### src/rtl/compare_qualifier.sv
// Glitch filter after the magnitude comparator: qualifies LT/EQ/GT after QUAL_N agreeing samples.
// Optional COMPARE_ERR_CHECK_EN: discard non-one-hot samples and flag them on sticky err.
module compare_qualifier #(
  parameter int QUAL_N = 4,
  parameter int EVT_W  = 16
) (
  input  logic             clk,
  input  logic             rst_n,
  input  logic             in_valid,
  input  logic             in_lt,
  input  logic             in_eq,
  input  logic             in_gt,
  input  logic             clr,
  output logic             q_lt,
  output logic             q_eq,
  output logic             q_gt,
  output logic             q_valid,
  output logic             change_p,
  output logic [EVT_W-1:0] evt_cnt,
  output logic             err
);

  typedef enum logic [1:0] {
    C_NONE, C_LT, C_EQ, C_GT
  } code_e;

  typedef enum logic [1:0] {
    UNQUAL, QUAL_LT, QUAL_EQ, QUAL_GT
  } state_e;

  localparam logic [7:0] QN = 8'(QUAL_N);

  code_e      code;
  logic       samp_ok;
  code_e      cand_q, cand_d;
  logic [7:0] run_q, run_d;
  state_e     state_q, state_d;
  code_e      rel_q;
  logic       qualify;

  logic             q_lt_q, q_lt_d;
  logic             q_eq_q, q_eq_d;
  logic             q_gt_q, q_gt_d;
  logic             q_valid_q, q_valid_d;
  logic             change_q, change_d;
  logic [EVT_W-1:0] evt_q, evt_d;

`ifdef COMPARE_ERR_CHECK_EN
  logic samp_bad;
  logic err_q, err_d;

  always_comb begin
    code = C_NONE;
    case ({in_lt, in_eq, in_gt})
      3'b100:  code = C_LT;
      3'b010:  code = C_EQ;
      3'b001:  code = C_GT;
      default: code = C_NONE;
    endcase
    samp_ok  = in_valid && (code != C_NONE);
    samp_bad = in_valid && (code == C_NONE);
  end

  always_comb begin
    err_d = err_q | samp_bad;
    if (clr) err_d = 1'b0;
  end

  always_ff @(posedge clk or negedge rst_n) begin
    if (!rst_n) err_q <= 1'b0;
    else        err_q <= err_d;
  end

  assign err = err_q;
`else
  // Non-one-hot inputs resolve by priority GT > EQ > LT
  always_comb begin
    code = C_NONE;
    priority case (1'b1)
      in_gt:   code = C_GT;
      in_eq:   code = C_EQ;
      in_lt:   code = C_LT;
      default: code = C_NONE;
    endcase
    samp_ok = in_valid && (code != C_NONE);
  end

  assign err = 1'b0;
`endif

  always_comb begin
    cand_d = cand_q;
    run_d  = run_q;
    if (clr) begin
      cand_d = C_NONE;
      run_d  = '0;
    end else if (samp_ok) begin
      if (code == cand_q) begin
        run_d = (run_q >= QN) ? QN : run_q + 8'd1;
      end else begin
        cand_d = code;
        run_d  = 8'd1;
      end
    end
  end

  always_comb begin
    rel_q = C_NONE;
    unique case (state_q)
      QUAL_LT: rel_q = C_LT;
      QUAL_EQ: rel_q = C_EQ;
      QUAL_GT: rel_q = C_GT;
      default: rel_q = C_NONE;
    endcase
  end

  assign qualify = !clr && samp_ok &&
                   (run_d == QN) &&
                   (cand_d != rel_q);

  always_ff @(posedge clk or negedge rst_n) begin
    if (!rst_n) begin
      state_q <= UNQUAL;
      cand_q  <= C_NONE;
      run_q   <= '0;
    end else begin
      state_q <= state_d;
      cand_q  <= cand_d;
      run_q   <= run_d;
    end
  end

  always_comb begin
    state_d = state_q;
    if (clr) begin
      state_d = UNQUAL;
    end else if (qualify) begin
      unique case (cand_d)
        C_LT:    state_d = QUAL_LT;
        C_EQ:    state_d = QUAL_EQ;
        C_GT:    state_d = QUAL_GT;
        default: state_d = state_q;
      endcase
    end
  end

  always_comb begin
    q_lt_d    = (state_d == QUAL_LT);
    q_eq_d    = (state_d == QUAL_EQ);
    q_gt_d    = (state_d == QUAL_GT);
    q_valid_d = (state_d != UNQUAL);
    change_d  = qualify;
    evt_d     = evt_q + EVT_W'(qualify);
    if (clr) evt_d = '0;
  end

  always_ff @(posedge clk or negedge rst_n) begin
    if (!rst_n) begin
      q_lt_q    <= 1'b0;
      q_eq_q    <= 1'b0;
      q_gt_q    <= 1'b0;
      q_valid_q <= 1'b0;
      change_q  <= 1'b0;
      evt_q     <= '0;
    end else begin
      q_lt_q    <= q_lt_d;
      q_eq_q    <= q_eq_d;
      q_gt_q    <= q_gt_d;
      q_valid_q <= q_valid_d;
      change_q  <= change_d;
      evt_q     <= evt_d;
    end
  end

  assign q_lt     = q_lt_q;
  assign q_eq     = q_eq_q;
  assign q_gt     = q_gt_q;
  assign q_valid  = q_valid_q;
  assign change_p = change_q;
  assign evt_cnt  = evt_q;

endmodule

### config.mk
export PLATFORM = sky130hd
export DESIGN_NAME = compare_qualifier
export DESIGN_NICKNAME = d
export VERILOG_FILES = /design/src/rtl/compare_qualifier.sv
export SDC_FILE = /design/constraint.sdc
export NUM_CORES = 1
export LEC_CHECK = 0
export ABC_AREA = 1
export CAP_MARGIN = 20
export CORE_MARGIN = 1.5
export CORE_UTILIZATION = 30
export CTS_BUF_LIST = sky130_fd_sc_hd__clkbuf_8
export CTS_CLUSTER_SIZE = 40
export DETAILED_ROUTE_END_ITERATION = 10
export GPL_ROUTABILITY_DRIVEN = 1
export PLACE_DENSITY = 0.54
export SLEW_MARGIN = 20
export SYNTH_ARGS = -nofsm -noshare
export SYNTH_HDL_FRONTEND = slang
export SYNTH_SLANG_ARGS = --single-unit
### constraint.sdc
create_clock -name clk -period 4.2 [get_ports clk]
set_input_delay 0.84 -clock clk [delete_from_list [all_inputs] [get_ports clk]]
set_output_delay 0.84 -clock clk [all_outputs]
set_load 0.1 [all_outputs]
==> impl_metrics.ini <==
[outcome]
status = completed

[sta]
hold-worst-slack_ns = 0.506
fin_tns_setup_ns = 0
hold_viol_final = 0
period_share = 0.892
slew_headroom = 0.349
rsz0062_at_grt = no
finalClockSkew_ns = 0.00319
fmax_mhz = 267
setup_viol_count_final = 0
final_max_slew_viol_count = 0
worst_slew_pin_slew_ns = 0.973
final.min_clock_period_ns = 3.75

[route]
drc = 0
num_vias = 1357
drtIter0Drc = 56
drt.antenna.violating_nets = 0
wl_per_cell_um = 10.9
first_pass_iters = 4
wl_mm = 3.33
vias_per_cell = 4.43

[grt]
overflow = 0
grt_pass1_vias = 1281
grt_use_total = 0.118
grt_pass1_wl_mm = 5.80
antenna_found_initial = 0
grt_max_degree = 34

[synthesis]
syn_nets = 213
syn_avg_cell_area_um2 = 8.55
netlist_top_cells_count = dfrtp_1 (33), nand2_1 (30), inv_1 (27), nor2_1 (17), nand3_1 (14)
synth_ff_type = dfrtp_1
synth_top_cell_by_area = dfrtp_1
synth_compound_area_frac = 0.0941
synth_adder_area_share = 0.0290
synth.most_common_cell = dfrtp_1
synthSimpleGateAreaFrac = 0.302
synth_top_area_frac = 0.478
yosys_warnings = 0
synth_area_leaders = dfrtp_1 (48%), nand2_1 (6.5%), inv_1 (5.9%), nand3_1 (4.1%), nand2_2 (4.0%)
syn_area_mm2 = 0.00173
yosys-mux-area-fraction = 0
yosys.cell_types.count = 29
async_reset_ff_frac = 1.00
synth_edf_count = 0
synth_seq_cells = 33
synth_xor_area_frac = 0
netlist_instances = 202
synth_top_family_by_area = simple AND/OR/NAND/NOR gates
yosysSeqAreaShare = 0.478

[clock_tree]
cts_max_level = 2
cts_resized = 0
cts_buffers = 5
cts_hold_buf = 0
cts_tree = yes
clk_latency_ns = 0.28
path_clk_slew_ns = 0.06
cts_max_path_buffers = 2
cts_setup_buffers = 0
root_buffer = clkbuf_8
cts.sinks = 33

[final_layout]
area_delta_synth_final_pct = 25.0
fillers = 572
final_cells = 306
final_net_count = 245
final_core_util = 0.390
antenna_cells = 0
seq_area_um2 = 826
drive_gt1_frac = 0.192
multiInputGateArea_um2 = 738

[floorplanning]
core_area_mm2 = 0.00554
die_y_um = 78.9
row_count = 27
dieArea_mm2 = 0.00622
ioPinCount = 29
die_w_um = 78.9
start_util = 0.312

[pwr]
peakVddDrop_uv = 152
comb_power_share = 0.098
p_sw_frac = 0.246
p_switching_mw = 0.153
p_leak_nw = 1.01
p_per_area_mw_per_mm2 = 287
seqPwrFrac = 0.521
clockPowerShare = 0.380
p_int_mw = 0.468

[worst_setup_path]
worst-path-buf-inv = 4
cp.depth = 26
r2r_cells = 22
cp_common_cell = nand2_1
arrival_ns = 3.94
regToRegStartpoint = run_q[0]
critPathSlowestCell = clkdlybuf4s50_1
critical_path.top_delay_family = simple AND/OR/NAND/NOR gates
required_ns = 4.39
slowest_delay_ns = 0.54
r2r-end = evt_cnt[14]
crit_end = evt_cnt[14]
crit_type = in2reg
startpoint = in_eq
path_max_fanout = 11
cp-start-kind = input pin
cp-end-kind = register
r2r_setup_slack_ns = 1.26

[job]
drv_cap = 0

[worst_hold_path]
hold_class = reg2reg

[placed_design]
placed_cells = 299
place.gp.congestion = 0.785
port_buffers = 27
hpwlAfterDp_mm = 2.38
-- worst register-to-register path, stage by stage, from the launching register on --
cell and delay, ns:
dfrtp_1 0.38, inv_1 0.14, ha_1 0.26, o21ai_2 0.14, inv_2 0.04, nand3_1 0.11
nand2_2 0.08, nor2_4 0.13, nand2_2 0.08, inv_1 0.10, ha_1 0.17, nand2_1 0.06
nor2_2 0.13, nand2_1 0.08, nor2_2 0.12, nand3_1 0.12, nor2_2 0.16, inv_2 0.05
nor2_2 0.11, nand2_1 0.10, clkinv_1 0.08, nand3_1 0.06, a21oi_1 0.16
-- cells in the final DEF, fill, tap and decap left out, drive strengths merged --
cell type	instances
nand4	3
nor2	28
nor3	7
a21oi	14
nand2	41
ha	4
o21ai	11
conb	1
nand3	17
clkinv	2
a211oi	1
nand3b	1
clkbuf	6
buf	2
clkdlybuf4s50	27
inv	34
nor3b	2
dfrtp	33
-- how the worst min path moves through the flow --
stage          startpoint  endpoint  slack (ns)  depth (start not counted)
2_1_floorplan    run_q[3]  run_q[3]        0.47                          2
3_5_place_dp     run_q[3]  run_q[3]        0.50                          2
4_1_cts          run_q[4]  run_q[4]        0.51                          2
3_3_place_gp     run_q[4]  run_q[4]        0.49                          2
6_report         run_q[4]  run_q[4]        0.51                          2
5_1_grt          run_q[3]  run_q[3]        0.53                          2
-- flip-flops by register name, indices dropped and copies added (netlist names) --
| signal | count |
|---|---|
| change_p | 1 |
| q_valid | 1 |
| state_q | 2 |
| evt_cnt | 16 |
| cand_q | 2 |
| q_lt | 1 |
| run_q | 8 |
| q_gt | 1 |
| q_eq | 1 |
-- per-stage QoR --
stage	worst slack (ns)	power [mW]	area, um2
floorplan	0.842	0.371	1730
global placement	0.197	0.391	2070
detailed placement	0.145	0.391	2070
CTS	0.408	0.632	2160
global route	0.0723	0.652	2160
finish	0.454	0.620	2160
-- kinds of logic (layout without fill, tap and decap cells) --
family	count (synthesis)	after routing
DFF	33	33
other	1	1
AOI/OAI and AO/OA	26	26
and+or+nand+nor	99	99
adders and majority gates	4	4
buffers and inverters	39	71
-- power by group through the flow --
stage / sequential (mW) / combinational, mW / clock [mW]
finish: 0.323 / 0.0610 / 0.236
global placement: 0.329 / 0.0620 / 0
floorplan: 0.330 / 0.0411 / 0
CTS: 0.323 / 0.0622 / 0.246
detailed placement: 0.329 / 0.0620 / 0
global route: 0.323 / 0.0687 / 0.260
-- layer usage --
metal | vias up | GRT usage | wire (um)
met5 | - | 0 | 0
met4 | 0 | 0.0368 | 49
met3 | 5 | 0.0345 | 138
met2 | 24 | 0.181 | 1490
met1 | 635 | 0.160 | 1660
li1 | 693 | - | -
-- final cells by class --
class / count / share of cell area
sequential: 33 / 0.382
clock buffer: 6 / 0.0382
clock inverter: 1 / 0.00174
timing repair buffer: 29 / 0.132
tap: 72 / 0.0417
multi-input combinational: 130 / 0.342
inverter: 35 / 0.0620
Power figures use the tool's default switching activity.
==> edit 1: new RTL, same settings <==
Re-encode `code_e` (4 values) as Gray code, 2 bits wide.
--- a/src/rtl/compare_qualifier.sv
+++ b/src/rtl/compare_qualifier.sv
@@ -21,7 +21,7 @@
 );
 
   typedef enum logic [1:0] {
-    C_NONE, C_LT, C_EQ, C_GT
+    C_NONE = 2'b00, C_LT = 2'b01, C_EQ = 2'b11, C_GT = 2'b10
   } code_e;
 
   typedef enum logic [1:0] {
Formal check against the unedited RTL: same outputs for any inputs over 10 cycles, from zero or initial values and one cycle with rst_n low; not proved beyond that.
==> edit 1 against the original RTL <==
Synthesized cell count up 7.4%. Synthesized area grew 3.7%. Sequential share of layout area shrank 1.9 points. Sequential cell count unchanged. Global-route usage increased by 1.3 points. Cell area rose by 5.1%. Wire length is 8.0% higher. Combinational power grew 2%. First-iteration DRC count rose by 29%. Hold slack gained 0.0016 ns. Setup slack improved by 0.21 ns. Critical path depth decreased by 2. Power grew 12%.
==> edit 1: results (changes against the original RTL) <==
Status
  – Status: complete, no violations

CTS
  – Worst skew pair latency: 0.28 ns (about the same)
  – CTS HTree Levels: 2 (unchanged)
  – Clock Tree Buf Depth: 2 (unchanged)
  – Post-CTS resize count: 0 (unchanged)
  – Worst-path clk slew: 0.07 ns
  – Postcts setup bufs: 0 (unchanged)
  – CTS Buf Count: 5 (unchanged)
  – Root buffer cell: clkbuf_8

Routing
  – Number of iterations in the first detailed-routing pass: 4 (unchanged)
  – Avg WL per Cell: 11.1 µm (+2.4%)
  – Initial drt markers: 72 (+29%)
  – DR vias/cell: 4.40 (-0.80%)

Critical path
  – R2R depth: 20 (-9.1%)
  – CP max FO: 10 (-1)
  – Worst reg-to-reg setup slack: 1.33 ns (+0.07 ns)
  – Reg-to-reg startpoint: run_q[0]$_DFF_PN0_
  – Arr. time, crit path: 3.70 ns (-0.24 ns)
  – Crit start category: input pin
  – Critical Path Max Stage Delay: 0.46 ns (-0.08 ns)
  – Critical R2R Capture: evt_cnt[13]$_DFF_PN0_
  – Worst Setup EP: evt_cnt[13]$_DFF_PN0_
  – Setup crit start: in_eq
  – CP max stage cell: clkdlybuf4s50_1

Place
  – Dpl hpwl: 2.71 mm (+14%)
  – Gp weighted congestion: 0.793 (+1.0%)
  – Dpl ws: 0.367 ns (+0.221 ns)
  – Port Buffer Count: 27 (unchanged)

Yosys
  – Yosys Warn Count: 0 (unchanged)
  – Asr flop ratio synth: 1.00 (unchanged)
  – Sequential fraction of the synthesis area: 0.461 (-0.0170)
  – Post-Synthesis Net Count: 234 (+9.9%)
  – Area contributors post-synth: dfrtp_1, nand2_1, ha_1, nor2_1, inv_1
  – Synth cell count leaders: nand2_1, dfrtp_1, nor2_1
  – Netlist cell types: 27 (-6.9%)

Global route
  – Vias in the first global route: 1395 (+8.9%)
  – Global-route usage over all layers: 0.131 (+0.0128)
  – Initial antenna violation count: 0 (unchanged)
  – Largest net degree at the start of global routing: 34 (unchanged)
  – First-pass GRT wire length: 6.42 mm (+11%)

Final layout
  – Ant. Diodes: 0 (unchanged)
  – Final #Nets: 267 (+9.0%)
  – Number of flip-flops in the largest register: 16 (unchanged)
  – Share of layout cells above drive strength 1: 0.131 (-0.0608)
  – Fillers: 565 (-1.2%)

Timing
  – Final period util: 0.841 (-0.0504)
  – Worst hold slack: 0.508 ns (+0.00164 ns)
  – Rel. slew slack: 0.353 (+0.00332)
  – Worst Skew: 0.00502 ns (+0.00183 ns)
  – Final Setup Violations: 0 (unchanged)

Run
  – Max cap viols: 0 (unchanged)

Pwr
  – Sw Pwr: 0.161 mW (+5.2%)
  – Leakage: 1.10 nW (+8.7%)
  – Max rail drop VDD: 0.131 mV (-14%)

Hold path
  – Worst Hold Class: register to register
[edit 1: cell types whose count changed after synthesis, moves of 3 or more]
cell     before  now
o21a_1        0    3
ha_1          4   10
nand2_1      30   34
nor2_1       17   33
nand3_1      14   10
nor2_2        8    2
nor3_2        0    3
o21ai_0       8   11
nand2_2      11    7
inv_1        27   32
[edit 1: worst max-delay path: cells and delay by family]
family,cells,cell delay [ns]
AND/OR/NAND/NOR,19,1.96
adder cells (fa/ha/maj),1,0.18
buffers and inverters,4,0.75
[edit 1: area by class of cell]
cell class / instances / area share
sequential: 33 / 0.364
clock inverter: 2 / 0.0149
timing repair buffer: 30 / 0.129
multi-input combinational: 145 / 0.358
tap: 72 / 0.0397
inverter: 35 / 0.0579
clock buffer: 6 / 0.0364
[edit 1: kinds of logic (layout without fill, tap and decap cells)]
family                   after synthesis  after routing  share of synthesized area
AO/OA/AOI/OAI                         25             25                     0.0747
XOR/XNOR                               1              1                    0.00489
adder cells (fa/ha/maj)               10             10                     0.0698
buffers and inverters                 39             73                     0.0852
flip-flops                            33             33                      0.461
other                                  1              1                    0.00209
AND/OR/NAND/NOR                      108            108                      0.302
[edit 1: stage by stage]
step                      cell area [µm²]   util  std cells
after global placement               2150  0.382        315
after global routing                 2270  0.402        323
final                                2270  0.402        323
after detailed placement             2150  0.382        315
after floorplan                      1790      -        217
after CTS                            2270  0.402        323
[edit 1: power by group through the flow]
stage / sequential, mW / combinational (mW) / clock [mW]
after global routing: 0.324 / 0.0720 / 0.328
after CTS: 0.324 / 0.0634 / 0.316
after global placement: 0.330 / 0.0633 / 0
after floorplan: 0.330 / 0.0397 / 0
final: 0.324 / 0.0623 / 0.307
after detailed placement: 0.330 / 0.0632 / 0
[edit 1: layer usage]
layer	vias up	track usage	wire, µm
met1	655	0.176	1860
met5	-	0	0
met3	5	0.0375	125
met4	0	0.0414	46
met2	21	0.202	1560
li1	740	-	-
[edit 1: worst min path at each step]
stage / startpoint / to / depth (start not counted)
after CTS: run_q[4]$_DFF_PN0_ / run_q[4]$_DFF_PN0_ / 2
after floorplan: run_q[3]$_DFF_PN0_ / run_q[3]$_DFF_PN0_ / 2
after detailed placement: run_q[4]$_DFF_PN0_ / run_q[4]$_DFF_PN0_ / 2
final: run_q[3]$_DFF_PN0_ / run_q[3]$_DFF_PN0_ / 2
after global routing: run_q[5]$_DFF_PN0_ / run_q[5]$_DFF_PN0_ / 2
after global placement: run_q[5]$_DFF_PN0_ / run_q[5]$_DFF_PN0_ / 2
==> edit 2: new RTL, same flow settings <==
Made on the original files. The parameter `EVT_W` goes from 16 to 32.
--- a/src/rtl/compare_qualifier.sv
+++ b/src/rtl/compare_qualifier.sv
@@ -2,7 +2,7 @@
 // Optional COMPARE_ERR_CHECK_EN: discard non-one-hot samples and flag them on sticky err.
 module compare_qualifier #(
   parameter int QUAL_N = 4,
-  parameter int EVT_W  = 16
+  parameter int EVT_W  = 32
 ) (
   input  logic             clk,
   input  logic             rst_n,
Ports: changed (resized evt_cnt); port bits go from 29 to 45. The function was not compared with the original's and may differ.
==> edit 2 against the original RTL <==
Via count grew 72%. Cell area up 56%. Setup slack gained 0.26 ns. Sequential cell count grew 16. First-iteration DRC count up 29%. Synthesized area grew 58%. Power grew 34%. Wire length grew 96%. Critical path type unchanged. Critical endpoint is now evt_cnt[31]$_DFF_PN0_.
==> edit 2: results (changes against the original RTL) <==
Status
  – Status: complete, no violations

Final layout
  – Fillers: 897 (+57%)
  – Final #Nets: 396 (+62%)
  – Number of flip-flops in the largest register: 32 (+16)
  – Non-filler cells, final: 494 (+61%)
  – Ant. Diodes: 0 (unchanged)
  – Share of layout cells above drive strength 1: 0.137 (-0.0550)

CTS
  – CTS HTree Levels: 2 (unchanged)
  – Postcts setup bufs: 0 (unchanged)
  – Root buffer cell: clkbuf_8
  – Post-CTS resize count: 0 (unchanged)
  – Worst skew pair latency: 0.31 ns (+0.03 ns)
  – Clock Tree Buf Depth: 2 (unchanged)
  – CTS Buf Count: 5 (unchanged)
  – Worst-path clk slew: 0.09 ns (+0.03 ns)

Timing
  – Final period util: 0.830 (-0.0616)
  – Worst-Margin Slew: 0.983 ns (+0.0101 ns)
  – Worst Skew: 0.0118 ns (+0.00856 ns)

Critical path
  – CP Capture Type: register
  – R2R depth: 19 (-14%)
  – Reg-to-reg startpoint: run_q[0]$_DFF_PN0_
  – Crit path max-delay family: simple AND/OR/NAND/NOR gates
  – Setup crit start: in_eq
  – Crit start category: input pin
  – Critical R2R Capture: evt_cnt[31]$_DFF_PN0_
  – CP max FO: 5 (-6)
  – Worst reg-to-reg setup slack: 1.36 ns (+0.10 ns)
  – Critical Path Max Stage Delay: 0.46 ns (-0.08 ns)
  – CP max stage cell: clkdlybuf4s50_1
  – Arr. time, crit path: 3.67 ns (-0.27 ns)

Yosys
  – Yosys Warn Count: 0 (unchanged)
  – Synth cell count leaders: nand2_1, dfrtp_1, nor2_1
  – Cells after synthesis: 337 (+67%)
  – Netlist cell types: 34 (+17%)
  – Sequential fraction of the synthesis area: 0.448 (-0.0298)
  – Synth Flop Type: dfrtp_1
  – Post-Synthesis Net Count: 348 (+63%)
  – Area contributors post-synth: dfrtp_1, nand2_1, nor2_1, inv_1, nand3_1
  – Asr flop ratio synth: 1.00 (unchanged)

Place
  – Port Buffer Count: 43 (+59%)
  – DP Area: 3290 µm² (+59%)
  – Dpl hpwl: 4.96 mm (+110%)
  – Dpl ws: 0.380 ns (+0.235 ns)
  – Gp weighted congestion: 0.882 (+12%)

Hold path
  – Hold Path Origin: run_q[6]$_DFF_PN0_

Routing
  – Number of iterations in the first detailed-routing pass: 4 (unchanged)
  – Initial drt markers: 72 (+29%)
  – DR vias/cell: 4.73 (+6.6%)
  – DR DRC count: 0 (unchanged)
  – Avg WL per Cell: 13.2 µm (+21%)

Global route
  – Largest net degree at the start of global routing: 50 (+47%)
  – Initial antenna violation count: 0 (unchanged)
  – Global-route usage over all layers: 0.143 (+0.0246)
  – Vias in the first global route: 2409 (+88%)
  – First-pass GRT wire length: 11.2 mm (+94%)

Pwr
  – Max rail drop VDD: 0.110 mV (-28%)
  – Leakage: 1.47 nW (+45%)
  – P per Cell Area: 245 nW/µm² (-15%)
-- edit 2: tightest hold or removal path: stages (launching register included) --
cell,delay [ns]
dfrtp_1,0.38
nand2_1,0.06
nor2_1,0.03
-- edit 2: power breakdown --
part | switching, mW | internal [mW] | total, mW
Clock | 0.165 | 0.115 | 0.280
Combinational | 0.0502 | 0.0211 | 0.0713
Sequential | 0.00266 | 0.474 | 0.477
Total | 0.218 | 0.611 | 0.829
-- edit 2: cell families after synthesis --
group / Yosys count / share of synthesized area
buf+inv: 53 / 0.0786
flops: 49 / 0.448
xor+xnor: 12 / 0.0412
other cells: 1 / 0.00137
fa+ha+maj: 4 / 0.0183
compound gates: 31 / 0.0590
simple gates: 187 / 0.353
-- edit 2: how the worst min path moves through the flow --
stage | end | slack, ns | depth (start not counted)
2_1_floorplan | run_q[5]$_DFF_PN0_ | 0.47 | 2
3_3_place_gp | run_q[6]$_DFF_PN0_ | 0.50 | 2
3_5_place_dp | run_q[6]$_DFF_PN0_ | 0.50 | 2
4_1_cts | run_q[6]$_DFF_PN0_ | 0.51 | 2
5_1_grt | run_q[6]$_DFF_PN0_ | 0.54 | 2
6_report | run_q[6]$_DFF_PN0_ | 0.51 | 2
-- edit 2: metal layers --
| metal | wire length, µm | GRT usage | share of wire | vias up |
|---|---|---|---|---|
| met5 | 0 | 0 | 0 | - |
| met4 | 101 | 0.0542 | 0.015 | 0 |
| met3 | 331 | 0.0277 | 0.051 | 10 |
| met2 | 3140 | 0.242 | 0.48 | 58 |
| met1 | 2950 | 0.180 | 0.45 | 1084 |
| li1 | - | - | - | 1184 |
-- edit 2: area by class of cell --
cell class	instances	area share
Clock buffer	5	0.0204
Clock inverter	3	0.00519
Inverter	48	0.0549
Multi-Input combinational cell	235	0.384
Sequential cell	49	0.363
Tap cell	108	0.0400
Timing Repair Buffer	46	0.133
